===== config.mk =====
export PLATFORM = sky130hd
export DESIGN_NAME = rv32i_fetch_queue
export DESIGN_NICKNAME = d
export VERILOG_FILES = /design/src/rtl/rv32i_fetch_queue.sv
export SDC_FILE = /design/constraint.sdc
export NUM_CORES = 1
export LEC_CHECK = 0
export ABC_AREA = 1
export BUFFER_PORTS_ARGS = -buffer_cell sky130_fd_sc_hd__buf_2
export CORE_MARGIN = 3
export CORE_UTILIZATION = 55
export DETAILED_ROUTE_END_ITERATION = 10
export PLACE_DENSITY = 0.76
export RECOVER_POWER = 100
export SLEW_MARGIN = 15
export SYNTH_ARGS = -nofsm -noshare
export SYNTH_HDL_FRONTEND = slang
export SYNTH_SLANG_ARGS = --single-unit

===== constraint.sdc =====
create_clock -name clk -period 5.28 [get_ports clk]
set_input_delay 0.528 -clock clk [delete_from_list [all_inputs] [get_ports clk]]
set_output_delay 0.528 -clock clk [all_outputs]
set_load 0.05 [all_outputs]

===== src/rtl/rv32i_fetch_queue.sv =====
// rtl/rv32i_fetch_queue.sv - RV32I instruction-fetch front end with prefetch queue
//
// Purpose:
//   Issues word-aligned fetches to instruction memory, buffers returned words
//   with their PCs in a small prefetch queue and hands them to decode. A
//   redirect flushes the queue and marks every in-flight fetch as stale so
//   its response is discarded when it eventually returns.
//
// Ports:
//   clk             in   rising-edge clock
//   reset_n         in   asynchronous active-low reset
//   imem_req_valid  out  fetch request valid
//   imem_req_ready  in   memory accepts the request this cycle
//   imem_req_addr   out  word-aligned fetch address
//   imem_rsp_valid  in   response valid (in request order)
//   imem_rsp_data   in   fetched instruction word
//   redirect_valid  in   control-flow change, highest priority
//   redirect_pc     in   redirect target (low two bits ignored)
//   inst_valid      out  queue head valid
//   inst_ready      in   decode consumes the head
//   inst_data       out  head instruction
//   inst_pc         out  PC of the head instruction

module rv32i_fetch_queue #(
  parameter int unsigned     XLEN        = 32,
  parameter logic [XLEN-1:0] RESET_PC    = 32'h8000_0000,
  parameter int unsigned     QUEUE_DEPTH = 4
) (
  input  logic            clk,
  input  logic            reset_n,
  output logic            imem_req_valid,
  input  logic            imem_req_ready,
  output logic [XLEN-1:0] imem_req_addr,
  input  logic            imem_rsp_valid,
  input  logic [31:0]     imem_rsp_data,
  input  logic            redirect_valid,
  input  logic [XLEN-1:0] redirect_pc,
  output logic            inst_valid,
  input  logic            inst_ready,
  output logic [31:0]     inst_data,
  output logic [XLEN-1:0] inst_pc
);

  localparam int unsigned AW = $clog2(QUEUE_DEPTH);
  localparam int unsigned PW = AW + 1;
  localparam int unsigned CW = $clog2(QUEUE_DEPTH + 1);
  localparam logic [CW:0] DEPTH_W = (CW + 1)'(QUEUE_DEPTH);

  logic [XLEN-1:0] fetch_pc_q, fetch_pc_d;
  logic [XLEN-1:0] rsp_pc_q, rsp_pc_d;
  logic [CW-1:0]   outstanding_q, outstanding_d;
  logic [CW-1:0]   drop_cnt_q, drop_cnt_d;
  logic [PW-1:0]   wr_ptr_q, wr_ptr_d;
  logic [PW-1:0]   rd_ptr_q, rd_ptr_d;

  logic [31:0]     data_mem [QUEUE_DEPTH];
  logic [XLEN-1:0] pc_mem   [QUEUE_DEPTH];

  logic [PW-1:0]   occupancy;
  logic [CW:0]     credit_used;
  logic [AW-1:0]   rd_idx;
  logic [AW-1:0]   wr_idx;
  logic            empty;
  logic            req_fire;
  logic            rsp_fire;
  logic            push;
  logic            pop;
  logic [XLEN-1:0] redirect_aligned;

  // Extra pointer bit distinguishes full from empty when the indices match.
  assign occupancy   = wr_ptr_q - rd_ptr_q;
  assign empty       = (wr_ptr_q == rd_ptr_q);
  assign rd_idx      = rd_ptr_q[AW-1:0];
  assign wr_idx      = wr_ptr_q[AW-1:0];

  // Every in-flight request (stale or not) reserves a queue slot, so a
  // returning response can never find the queue full.
  assign credit_used = {1'b0, outstanding_q} + (CW + 1)'(occupancy);

  // reset_n gating keeps the request channel quiet while reset is held,
  // since the registered state alone would otherwise advertise full credit.
  assign imem_req_valid = reset_n && !redirect_valid && (credit_used < DEPTH_W);
  assign imem_req_addr  = fetch_pc_q;

  assign req_fire = imem_req_valid && imem_req_ready;
  // Responses with nothing outstanding are spurious and ignored entirely.
  assign rsp_fire = imem_rsp_valid && (outstanding_q != '0);
  assign push     = rsp_fire && !redirect_valid && (drop_cnt_q == '0);
  assign pop      = !empty && inst_ready;

  assign redirect_aligned = {redirect_pc[XLEN-1:2], 2'b00};

  assign inst_valid = !empty;
  assign inst_data  = empty ? '0 : data_mem[rd_idx];
  assign inst_pc    = empty ? '0 : pc_mem[rd_idx];

  always_comb begin
    fetch_pc_d    = fetch_pc_q;
    rsp_pc_d      = rsp_pc_q;
    drop_cnt_d    = drop_cnt_q;
    wr_ptr_d      = wr_ptr_q;
    rd_ptr_d      = rd_ptr_q;
    outstanding_d = outstanding_q + CW'(req_fire) - CW'(rsp_fire);

    if (redirect_valid) begin
      fetch_pc_d = redirect_aligned;
      rsp_pc_d   = redirect_aligned;
      // Flush: nothing is pushed this cycle, so catching the read pointer up
      // to the write pointer empties the queue (a concurrent pop is subsumed).
      rd_ptr_d   = wr_ptr_q;
      // Every request still in flight after this cycle is now stale.
      drop_cnt_d = outstanding_q - CW'(rsp_fire);
    end else begin
      if (req_fire) begin
        fetch_pc_d = fetch_pc_q + XLEN'(4);
      end
      if (rsp_fire) begin
        if (drop_cnt_q != '0) begin
          drop_cnt_d = drop_cnt_q - CW'(1);
        end else begin
          wr_ptr_d = wr_ptr_q + PW'(1);
          rsp_pc_d = rsp_pc_q + XLEN'(4);
        end
      end
      if (pop) begin
        rd_ptr_d = rd_ptr_q + PW'(1);
      end
    end
  end

  always_ff @(posedge clk or negedge reset_n) begin
    if (!reset_n) begin
      fetch_pc_q    <= RESET_PC;
      rsp_pc_q      <= RESET_PC;
      outstanding_q <= '0;
      drop_cnt_q    <= '0;
      wr_ptr_q      <= '0;
      rd_ptr_q      <= '0;
    end else begin
      fetch_pc_q    <= fetch_pc_d;
      rsp_pc_q      <= rsp_pc_d;
      outstanding_q <= outstanding_d;
      drop_cnt_q    <= drop_cnt_d;
      wr_ptr_q      <= wr_ptr_d;
      rd_ptr_q      <= rd_ptr_d;
    end
  end

  // Storage needs no reset: outputs are masked whenever the queue is empty.
  always_ff @(posedge clk) begin
    if (push) begin
      data_mem[wr_idx] <= imem_rsp_data;
      pc_mem[wr_idx]   <= rsp_pc_q;
    end
  end

  a_no_overflow: assert property (@(posedge clk) disable iff (!reset_n)
    push |-> (occupancy < PW'(QUEUE_DEPTH)));

  a_drop_bounded: assert property (@(posedge clk) disable iff (!reset_n)
    drop_cnt_q <= outstanding_q);

  a_credit_bounded: assert property (@(posedge clk) disable iff (!reset_n)
    credit_used <= DEPTH_W);

endmodule


==> run metrics <==
status=finished with violations; failing checks=max-capacitance violations, max-slew violations; Yosys reg bits=320; DIE AREA=28900 um^2; setup bufs post-CTS=0; Post-Synthesis Cell Area=14800 um^2; most frequent cell after synthesis=nor2_1; Initial Utilization=56.4%; top cell type's share of synthesized area=50.3%; CP Launch Type=input pin; Async SR Flop Fraction=22.5%; CP max FO=62; initial antenna violation count=0; wire per inst=17.4 um; num rows=59; area of the multi-input gates=4880 um^2; Sw Ratio=48.0%; # nets final=1716; post-synthesis sequential area ratio=62.4%; Compound-Gate Fraction of Synth Area=9.19%; syn_area_per_cell=10.0 um^2; Clk pwr share=23.0%; mux share of post-synthesis cell area=0%; Diodes inserted=0; fin cells=1985; # IOs=168; via count=10995; Final Skew=0.0116 ns; WP data arrival=4.53 ns; largest family of logic cells by synthesized area=simple AND/OR/NAND/NOR gates; Peak VDD IR=0.375 mV; Leak=6.40 nW; TritonCTS clock tree=yes; xor and xnor area share after synthesis=1.83%; iteration-0 DRC count of the detailed router=989; Slew Viols, Final=188; CORE AREA=26300 um^2; Worst Hold Class=in2reg; DRC viols=0; fmax=224 MHz; fraction of layout cells with a size suffix above 1=9.39%; Tmin final=4.47 ns; synth unique cells=48; relative slew slack=-49.4%; Longest Clk Path Bufs=3; area leader, netlist=edfxtp_1; gr ovfl total=0; first-pass GRT wire length=54000 um; CP endpoint kind=register; CTS-repair resized insts=0; simple-gate share of the synthesized area=20.1%; H-tree Lvls=2; Reg power frac=31.7%; RSZ-0062 raised after global routing=false; reg2reg setup slack=1.58 ns; Routed Antenna Nets=0; Hold Buf Count CTS=0; Int Power=0.00537 W; Final Core Density=63.9%; Final Hold Viols=0; top cells by count, synth=nor2_1 (306), edfxtp_1 (248), nand2_1 (236); WS Path Type=in2reg; P_sw=0.00497 W; yosys warns=0; Comb pwr share=45.4%; dpl hpwl=21300 um; ys flop type=edfxtp_1; port bufs=161; Synth area leaders=edfxtp_1 (50%), dfrtp_1 (12%), nor2_1 (7.8%); Post-Synth Adder-Cell Area=1.71%; DRT Wirelength=34500 um; GRT Total Usage=23.4%; total CTS buffers=34; Max-Cap Viols=4; # clock sinks=320; Die Wd=170 um; reg2reg path depth=13; WHS Path Cells=1; post-route clock period utilization=84.6%; dpl cell area=15900 um^2; cells after synthesis=1476; number of vias per cell=5.54; sequential standard cell area=9260 um^2; Root Buffer=clkbuf_16; largest net degree at the start of global routing=89; Worst-Skew Late Latency=0.51 ns; Post-synth EDFFs=248; Setup Viol. Count Final=0; Fin Setup TNS=0 ns; Worst Tran Pin Value=2.24 ns; pwr dens=616 nW/um^2; DRT Pass-1 Iters=5; routability cong.=0.946; synth-to-layout area growth=13.4%; design area=16800 um^2; fillers=2134; placed cells=1926; Pwr Total=0.0103 W; die height=170 um; clock-pin slew on the worst setup and hold paths=0.06 ns; critical path required time=5.34 ns; number of global-route vias before repair=10630
per-stage QoR:
step                hold slack [ns]  worst slack, ns
global placement              0.501             1.81
global route                  0.267            0.523
detailed placement            0.513             1.76
CTS                          0.0537             1.20
finish                        0.269            0.814
floorplan                     0.232             1.12
kinds of logic after synthesis:
kind of cell | count (synthesis)
simple gates | 684
xor+xnor | 31
other cells | 1
fa+ha+maj | 19
buf+inv | 161
compound gates | 260
flops | 320
registers in the layout (all words and copies together) (netlist names):
signal and count:
data_mem 128, drop_cnt_q 3, imem_req_addr 30, outstanding_q 3, pc_mem 120, rd_ptr_q 3, rsp_pc_q 30, wr_ptr_q 3
final timing paths:
kind                                  start                 to
max                          redirect_valid    data_mem[2][18]
min                        imem_rsp_data[0]     data_mem[2][0]
max reg2reg                     wr_ptr_q[0]   imem_req_addr[7]
min reg2reg                     wr_ptr_q[2]        wr_ptr_q[2]
max in group asynchronous           reset_n       rsp_pc_q[29]
min in group asynchronous           reset_n  imem_req_addr[30]
layout make-up:
type                    count  share of cell area (%)
flip-flops and latches    320                    55.1
clock buffers              41                    5.35
inverters                  97                    2.18
multi-input cells         998                    29.1
well taps                 335                    2.50
repair buffers            176                    4.51
clock inverters            18                    1.29
placed cells by master, fill, tap and decap left out, types with 5 or more instances in the layout:
cell         n
nor2_1     305
edfxtp_1   248
nand2_1    237
o21ai_0    162
clkbuf_1   135
inv_1       90
a21oi_1     75
nand3_1     71
dfrtp_1     68
clkbuf_16   35
buf_2       35
xor2_1      22
ha_1        17
nor2_4      13
nand2_2     13
o211ai_1    11
xnor2_1      9
nor2_2       8
nor3_1       8
buf_4        8
inv_2        6
nand4_1      6
nand3b_1     5
clkinv_1     5
critical path, cell delays in order:
cell and delay (ns):
clkbuf_1 1.55, inv_1 1.23, nand2_4 0.54, nor2_4 0.03
clkbuf_4 0.58
layer usage:
| layer | wire (um) | part of all wire (%) | vias up | global-route usage, % |
|---|---|---|---|---|
| li1 | - | - | 5266 | - |
| met1 | 14900 | 43 | 5235 | 31.6 |
| met2 | 16200 | 47 | 438 | 39.1 |
| met3 | 2620 | 7.6 | 56 | 4.16 |
| met4 | 704 | 2.0 | 0 | 7.27 |
| met5 | 0 | 0 | - | 0 |
power by group through the flow:
stage / Combinational, W / Clock, W / Sequential (W)
2_1_floorplan: 0.00354 / 0 / 0.00344
4_1_cts: 0.00486 / 0.00241 / 0.00327
3_3_place_gp: 0.00476 / 0 / 0.00331
3_5_place_dp: 0.00484 / 0 / 0.00332
6_report: 0.00469 / 0.00237 / 0.00327
5_1_grt: 0.00505 / 0.00252 / 0.00331
Note: power is estimated with default switching activity, not from simulation.
